[config.mk]
export PLATFORM = sky130hd
export DESIGN_NAME = vga_raster_driver
export DESIGN_NICKNAME = d
export VERILOG_FILES = /design/src/rtl/vga_raster_driver.sv
export SDC_FILE = /design/constraint.sdc
export NUM_CORES = 1
export LEC_CHECK = 0
export CORE_UTILIZATION = 43
export CTS_CLUSTER_SIZE = 24
export DETAILED_ROUTE_END_ITERATION = 7
export GPL_ROUTABILITY_DRIVEN = 0
export PLACE_DENSITY = 0.84
export SYNTH_ARGS = -nofsm -noshare
export SYNTH_HDL_FRONTEND = slang
export SYNTH_SLANG_ARGS = --single-unit
[constraint.sdc]
create_clock -name CLOCK -period 2.5 [get_ports CLOCK]
set_clock_uncertainty 0.15 [all_clocks]
set_input_delay 0.25 -clock CLOCK [delete_from_list [all_inputs] [get_ports CLOCK]]
set_output_delay 0.25 -clock CLOCK [all_outputs]
set_load 0.005 [all_outputs]
[src/rtl/vga_raster_driver.sv]
// vga_raster_driver: raster counters plus latency-aligned, registered VGA DAC output stage
// Ports: CLOCK/RESET (sync, active-high); PixBus {B,G,R} in, valid PIX_LATENCY cycles after counters;
//   CounterX/CounterY raster position; FrameStart pulse at (0,0); VGA_R/G/B, VGA_HS, VGA_VS,
//   VGA_BLANK_N registered DAC pins lagging the counters by PIX_LATENCY+1; VGA_SYNC_N tied low.
module vga_raster_driver #(
  parameter int R_WIDTH      = 8,
  parameter int G_WIDTH      = 8,
  parameter int B_WIDTH      = 8,
  parameter int CNTR_WIDTH_H = 11,
  parameter int CNTR_WIDTH_V = 10,
  parameter int H_ACTIVE     = 1024,
  parameter int H_FP         = 24,
  parameter int H_SYNC       = 136,
  parameter int H_BP         = 160,
  parameter int V_ACTIVE     = 768,
  parameter int V_FP         = 3,
  parameter int V_SYNC       = 6,
  parameter int V_BP         = 29,
  parameter int PIX_LATENCY  = 2
) (
  input  logic                                 CLOCK,
  input  logic                                 RESET,
  input  logic [R_WIDTH+G_WIDTH+B_WIDTH-1:0]   PixBus,
  output logic [CNTR_WIDTH_H-1:0]              CounterX,
  output logic [CNTR_WIDTH_V-1:0]              CounterY,
  output logic                                 FrameStart,
  output logic [R_WIDTH-1:0]                   VGA_R,
  output logic [G_WIDTH-1:0]                   VGA_G,
  output logic [B_WIDTH-1:0]                   VGA_B,
  output logic                                 VGA_HS,
  output logic                                 VGA_VS,
  output logic                                 VGA_BLANK_N,
  output logic                                 VGA_SYNC_N
);
  localparam int PW = R_WIDTH + G_WIDTH + B_WIDTH;
  localparam int HT = H_ACTIVE + H_FP + H_SYNC + H_BP;
  localparam int VT = V_ACTIVE + V_FP + V_SYNC + V_BP;
  localparam logic [CNTR_WIDTH_H-1:0] H_LAST = CNTR_WIDTH_H'(HT - 1);
  localparam logic [CNTR_WIDTH_H-1:0] H_ACT  = CNTR_WIDTH_H'(H_ACTIVE);
  localparam logic [CNTR_WIDTH_H-1:0] H_S0   = CNTR_WIDTH_H'(H_ACTIVE + H_FP);
  localparam logic [CNTR_WIDTH_H-1:0] H_S1   = CNTR_WIDTH_H'(H_ACTIVE + H_FP + H_SYNC);
  localparam logic [CNTR_WIDTH_V-1:0] V_LAST = CNTR_WIDTH_V'(VT - 1);
  localparam logic [CNTR_WIDTH_V-1:0] V_ACT  = CNTR_WIDTH_V'(V_ACTIVE);
  localparam logic [CNTR_WIDTH_V-1:0] V_S0   = CNTR_WIDTH_V'(V_ACTIVE + V_FP);
  localparam logic [CNTR_WIDTH_V-1:0] V_S1   = CNTR_WIDTH_V'(V_ACTIVE + V_FP + V_SYNC);

  logic [CNTR_WIDTH_H-1:0] cx_q, cx_d;
  logic [CNTR_WIDTH_V-1:0] cy_q, cy_d;
  logic                    h_wrap;
  logic [2:0]              raw, al;
  logic [PW-1:0]           rgb_q, rgb_d;
  logic                    hs_q, hs_d, vs_q, vs_d, bn_q, bn_d;

  always_comb begin
    h_wrap = cx_q == H_LAST;
    cx_d   = h_wrap ? '0 : cx_q + 1'b1;
    cy_d   = !h_wrap ? cy_q : (cy_q == V_LAST ? '0 : cy_q + 1'b1);
    // {act, hs, vs}, all active-high internally so the reset/inactive value is zero
    raw    = {cx_q < H_ACT && cy_q < V_ACT,
              cx_q >= H_S0 && cx_q < H_S1,
              cy_q >= V_S0 && cy_q < V_S1};
  end

  always_ff @(posedge CLOCK) begin
    if (RESET) begin
      cx_q <= '0;
      cy_q <= '0;
    end else begin
      cx_q <= cx_d;
      cy_q <= cy_d;
    end
  end

  if (PIX_LATENCY > 0) begin : g_dl
    logic [2:0] dl_q [PIX_LATENCY];
    logic [2:0] dl_d [PIX_LATENCY];
    always_comb begin
      dl_d[0] = raw;
      for (int i = 1; i < PIX_LATENCY; i++) dl_d[i] = dl_q[i-1];
    end
    always_ff @(posedge CLOCK) begin
      for (int i = 0; i < PIX_LATENCY; i++) dl_q[i] <= RESET ? 3'b000 : dl_d[i];
    end
    assign al = dl_q[PIX_LATENCY-1];
  end else begin : g_nodl
    assign al = raw;
  end

  always_comb begin
    rgb_d = al[2] ? PixBus : '0;
    bn_d  = al[2];
    hs_d  = ~al[1];
    vs_d  = ~al[0];
  end

  always_ff @(posedge CLOCK) begin
    if (RESET) begin
      rgb_q <= '0;
      bn_q  <= 1'b0;
      hs_q  <= 1'b1;
      vs_q  <= 1'b1;
    end else begin
      rgb_q <= rgb_d;
      bn_q  <= bn_d;
      hs_q  <= hs_d;
      vs_q  <= vs_d;
    end
  end

  assign CounterX    = cx_q;
  assign CounterY    = cy_q;
  assign FrameStart  = cx_q == '0 && cy_q == '0 && !RESET;
  assign VGA_R       = rgb_q[R_WIDTH-1:0];
  assign VGA_G       = rgb_q[R_WIDTH+G_WIDTH-1:R_WIDTH];
  assign VGA_B       = rgb_q[PW-1:R_WIDTH+G_WIDTH];
  assign VGA_HS      = hs_q;
  assign VGA_VS      = vs_q;
  assign VGA_BLANK_N = bn_q;
  assign VGA_SYNC_N  = 1'b0;
endmodule

==> flow_metrics.py, run 1 <==
metrics = {
    "global_route": {
        "track_usage_pct": 18.8,
        "overflow": 0,
        "grt_pass1_wl_um": 7500,
        "grt_max_degree": 26,
        "antenna_found_initial": 0,
        "grt_pass1_vias": 1600,
    },
    "placement": {
        "dp_cells": 334,
        "port_buffers": 74,
        "place_area_um2": 2860,
        "dp_hpwl_um": 3260,
        "place_ws_ns": 0.130,
    },
    "critical_path": {
        "cp-end-kind": "primary output",
        "critPathArrivalTime_ns": 1.97,
        "timing.rr.start": "CounterX[0]",
        "r2r_end": "CounterY[5]",
        "required_ns": 2.10,
        "critPathKind": "flop to primary output",
        "r2r_slack_ns": 0.20,
        "rr_worst_depth": 6,
        "crit_fanout": 6,
        "cp-start-kind": "flop",
    },
    "logic_synthesis": {
        "synth.ff_latch_count": 54,
        "yosys.area.top_type_share_pct": 52.8,
        "avgSynthCellArea_um2": 9.74,
        "ys_warn_count": 0,
        "ys_seq_area_share_pct": 52.8,
        "netlist_instances": 210,
        "synthTopCellsByArea": "dfxtp_1, and2_1, ha_1",
        "synth_edf_count": 0,
        "yosysTopAreaCell": "dfxtp_1",
        "syn-cell-area_um2": 2050,
        "yosysUniqueCellTypes": 39,
        "postSynth.asyncResetShare_pct": 0,
        "synth-main-ff-cell": "dfxtp_1",
        "synthesis.nets": 242,
    },
    "min_path": {
        "hold_path_end": "VGA_HS",
        "hp-class": "flop to flop",
        "hold_path_depth": 1,
        "hold_start": "g_dl.dl_q[0][4]",
    },
    "routing": {
        "vias": 1718,
        "first_pass_iters": 6,
        "viasPerCell": 5.01,
        "totalWireLength_um": 4560,
        "wire_per_inst_um": 13.3,
        "ant_nets": 0,
        "drt_iter0_drc": 81,
        "drcViolationCount": 5,
    },
    "run_status": {
        "violations": "design-rule violations",
        "status": "complete, but fails checks",
    },
    "clock_network": {
        "clockRootBuffer": "clkbuf_8",
        "numCtsBuffers": 5,
        "clkTransAtPathRegs_ns": 0.10,
        "clk_latency_ns": 0.31,
        "cts_tree": "yes",
        "htree_num_levels": 2,
        "cts_max_path_buffers": 2,
        "cts_sinks": 54,
    },
    "final_layout": {
        "antenna_cells": 0,
        "fin_area_um2": 2990,
        "fin_nets": 322,
        "instances_no_fill": 343,
        "synthToLayoutAreaGrowth_pct": 46.1,
        "drive_above_1_share_pct": 7.22,
    },
    "timing": {
        "whs_ns": 0.236,
        "finalCriticalPeriod_ns": 2.37,
        "setup_viol": 0,
        "hold_viol": 0,
        "timing.fmax_mhz": 422,
        "rsz0062_at_grt": "no",
        "slew_viol_final": 0,
        "fin_crit_sh_pct": 94.8,
        "fin_setup_tns_ns": 0,
        "worst_slack_ns": 0.130,
    },
    "power_and_ir_drop": {
        "power_density_nw_per_um2": 535,
        "peakVddDrop_mv": 0.296,
        "leakagePower_uw": 0.00110,
    },
    "floorplanning": {
        "die_area_um2": 5040,
        "die_width_um": 71.0,
        "initial_core_util_pct": 45.7,
        "rows": 24,
        "ioPinCount": 76,
        "core_area_um2": 4470,
        "chipHeight_um": 71.0,
    },
    "flow_run": {
        "maxCapViolCount": 0,
    },
}
==> where the power goes <==
part	internal (µW)	leakage (µW)	switching (µW)
clock	305	0.0000563	296
combinational	78.0	0.000606	34.5
sequential	876	0.000438	7.94
total	1260	0.00110	338
==> cell type report <==
cell class	count	area [µm²]
sequential	54	1080
multi-input combinational	140	893
clock buffer	5	68.8
tap	52	65.1
clock inverter	3	48.8
timing repair buffer	83	808
inverter	6	22.5
fill	369	1490
==> cell usage in the layout, fill, tap and decap left out, drive strengths merged, types with 2 or more instances in the layout <==
cell	n
xnor2	4
nor4	4
nand2b	3
xor2	6
or4	3
nand4	6
clkbuf	5
nand4b	2
nor4b	2
nand3	9
or3	6
a21oi	9
o21ai	5
clkdlybuf4s50	74
inv	7
ha	6
nor2	18
and2	25
nor3	2
dfxtp	54
nand2	10
buf	9
and3	3
nor2b	4
==> kinds of logic after synthesis <==
logic type	synth area share [%]
flip-flops	52.8
XOR/XNOR	4.28
adder cells (fa/ha/maj)	3.67
other	0.183
AO/OA/AOI/OAI	6.73
AND/OR/NAND/NOR	28.6
buffers and inverters	3.73
==> critical path, cell delays in order (launching register included) <==
cell,delay (ns)
dfxtp_1,0.36
or3_1,0.40
nor3_2,0.17
nand3_1,0.09
nor2_1,0.13
clkdlybuf4s50_1,0.51
==> flip-flops by register name, summed over array words and instances (netlist names) <==
register and cells:
CounterX 11, CounterY 10, VGA_BLANK_N 1, VGA_HS 1, VGA_VS 1, g_dl.dl_q 6
rgb_q 24
==> layer usage <==
metal	global-route usage, %	part of all wire (%)	vias up
met5	0	0	-
met2	32.1	49	59
met1	23.4	43	787
met3	3.13	5.7	5
met4	8.67	1.4	0
li1	-	-	867
==> through the flow <==
stage,power [µW],util (%)
5_1_grt,1650,66.8
3_3_place_gp,1010,63.9
3_5_place_dp,1020,63.9
2_1_floorplan,938,-
6_report,1600,66.8
4_1_cts,1620,66.5
==> worst max-delay path by stage <==
stage,start,to,slack [ns],depth (start not counted)
after floorplan,CounterX[0],CounterY[9],0.37,6
after global placement,CounterX[0],CounterY[7],0.23,5
after detailed placement,CounterX[0],CounterY[7],0.13,5
after CTS,CounterY[6],FrameStart,0.02,5
after global routing,CounterY[6],FrameStart,0.03,5
final,CounterY[6],FrameStart,0.13,5
==> synthesized netlist by cell type (2+ instances only) <==
cell type and count:
nor4b_1 2, nand3_1 9, ha_1 6, nor2_1 18, nor2b_1 4, or4_1 2, o21ai_0 5, nor3_1 2
buf_4 2, nand2b_1 3, xor2_1 6, nand4_1 6, nand2_1 10, and2_1 25, clkbuf_1 6, nor4_1 4
or3_1 6, a21oi_1 9, dfxtp_1 54, and3_1 3, nand4b_1 2, xnor2_1 4, inv_1 6
==> what timing repair did <==
item                                    4_1_cts  5_1_grt
resized for setup                             0        1
hold buffers                                  0        0
setup buffers                                 0        1
endpoints found under the setup margin        0        2
Note: power is estimated with default switching activity, not from simulation.
==> run 2: changes to the inputs <==
Settings changed: CAP_MARGIN set to 10, MAX_ROUTING_LAYER set to met4.
==> run 2 against run 1 <==
Effect of this change: the flow still finishes with violations (design-rule violations); largest power group unchanged; non-clock buffer count stayed put; clock power hardly changed; power is 0.22% higher; die area stayed put; flip-flop and latch count stayed put; global-route usage is 0.58 points higher; cell area stayed put; worst hold slack worse by 0.0012 ns; highest routed layer unchanged; sequential share of layout area stayed put; setup slack worse by 0.010 ns; clock-buffer cell count stayed put; core utilization stayed put.
==> flow_metrics.py, run 2 (synthesized netlist as in run 1, its figures left out) <==
metrics = {
    "routing": {
        "viasPerCell": 5.03,
        "ant_nets": 0,
        "drcViolationCount": 5,
        "totalWireLength_um": 4570,
        "wire_per_inst_um": 13.3,
        "drt_iter0_drc": 76,
        "vias": 1725,
        "first_pass_iters": 6,
    },
    "timing": {
        "finalCriticalPeriod_ns": 2.38,
        "slew_viol_final": 0,
        "setup_viol": 0,
        "fin_crit_sh_pct": 95.2,
        "hold_viol": 0,
        "rsz0062_at_grt": "no",
        "timing.fmax_mhz": 420,
        "fin_setup_tns_ns": 0,
    },
    "clock_network": {
        "hold_buffers": 0,
        "numCtsBuffers": 5,
        "clkTransAtPathRegs_ns": 0.10,
        "cts_tree": "yes",
        "clockRootBuffer": "clkbuf_8",
        "cts_max_path_buffers": 2,
        "htree_num_levels": 2,
        "clk_latency_ns": 0.31,
        "cts_sinks": 54,
    },
    "power_and_ir_drop": {
        "p_sw_uw": 342,
        "pwr-share-clk_pct": 37.7,
        "p_int_uw": 1260,
        "seq_power_share_pct": 55.2,
        "p_sw_share_pct": 21.3,
        "power_density_nw_per_um2": 536,
        "pwr-share-comb_pct": 7.0,
        "leakagePower_uw": 0.00110,
        "peakVddDrop_mv": 0.297,
    },
    "global_route": {
        "antenna_found_initial": 0,
        "track_usage_pct": 19.4,
        "overflow": 0,
        "grt_pass1_wl_um": 7500,
        "grt_pass1_vias": 1598,
        "grt_max_degree": 26,
    },
    "floorplanning": {
        "die_width_um": 71.0,
        "initial_core_util_pct": 45.7,
        "chipHeight_um": 71.0,
        "rows": 24,
        "die_area_um2": 5040,
        "ioPinCount": 76,
        "core_area_um2": 4470,
    },
    "final_layout": {
        "fin_nets": 322,
        "instances_no_fill": 343,
        "final_common_cell": "clkdlybuf4s50_1",
        "drive_above_1_share_pct": 7.22,
        "largest_reg_flops": 24,
        "fin_util_pct": 66.8,
        "top_register": "rgb_q",
        "layout_common_cells": "clkdlybuf4s50_1, dfxtp_1, and2_1",
        "synthToLayoutAreaGrowth_pct": 46.1,
        "n_fill_cell": 369,
        "antenna_cells": 0,
    },
    "critical_path": {
        "critPathKind": "flop to primary output",
        "critPathArrivalTime_ns": 1.98,
        "required_ns": 2.10,
        "cp-start-kind": "flop",
        "crit_fanout": 5,
        "cp-end-kind": "primary output",
    },
    "run_status": {
        "violations": "design-rule violations",
        "status": "complete, but fails checks",
    },
    "min_path": {
        "hp-class": "flop to flop",
    },
    "flow_run": {
        "maxCapViolCount": 0,
    },
    "placement": {
        "port_buffers": 74,
        "dp_cells": 334,
        "dp_hpwl_um": 3260,
    },
}
-- run 2: cell counts in the layout (fill, tap and decap cells not counted) --
No cell type changed its count.
-- run 2: worst paths after layout --
path,depth (start not counted),from,slack [ns],endpoint
setup / recovery,6,CounterX[0],0.12,FrameStart
hold / removal,1,g_dl.dl_q[0][4],0.24,VGA_HS
setup reg to reg,6,CounterX[0],0.20,CounterY[5]
hold reg to reg,1,g_dl.dl_q[0][4],0.24,VGA_HS
-- run 2: per-layer routing --
layer  GRT usage, %  vias to the layer above  share of wire (%)
li1               -                      867                  -
met1           23.6                      795                 44
met2           31.9                       57                 49
met3           2.85                        6                5.1
met4           8.67                        0                1.4
met5              -                        -                  0
-- run 2: layout make-up --
type | instances | area, µm² | share of cell area, %
Timing Repair Buffer | 83 | 808 | 27.1
Tap cell | 52 | 65.1 | 2.18
Inverter | 6 | 22.5 | 0.754
Multi-Input combinational cell | 140 | 893 | 29.9
Sequential cell | 54 | 1080 | 36.2
Clock inverter | 3 | 48.8 | 1.63
Clock buffer | 5 | 68.8 | 2.30
-- run 2: power groups by stage --
stage / combinational [µW] / clock [µW] / sequential [µW]
after floorplan: 31.9 / 0 / 906
after global placement: 111 / 0 / 903
after detailed placement: 112 / 0 / 904
after CTS: 113 / 619 / 884
after global routing: 122 / 643 / 886
final: 113 / 604 / 884
-- run 2: repair_timing --
item | in CTS | in global routing
buffers inserted | 0 | 1
resized for setup | 0 | 1
endpoints found under the setup margin | 0 | 2
-- run 2: per-stage QoR --
step | hold WS [ns] | total power, µW | setup slack, ns | area [µm²]
2_1_floorplan | 0.206 | 938 | 0.366 | 2050
3_3_place_gp | 0.210 | 1010 | 0.232 | 2860
3_5_place_dp | 0.215 | 1020 | 0.130 | 2860
4_1_cts | 0.234 | 1620 | 0.0180 | 2980
5_1_grt | 0.258 | 1650 | 0.0346 | 2990
6_report | 0.235 | 1600 | 0.120 | 2990
-- run 2: worst max-delay path, cell delays in order (launching register included) --
cell and delay, ns:
dfxtp_1 0.36, inv_1 0.07, ha_1 0.14, nor4b_1 0.34, nand3_1 0.12, nor2_1 0.13
clkdlybuf4s50_1 0.51
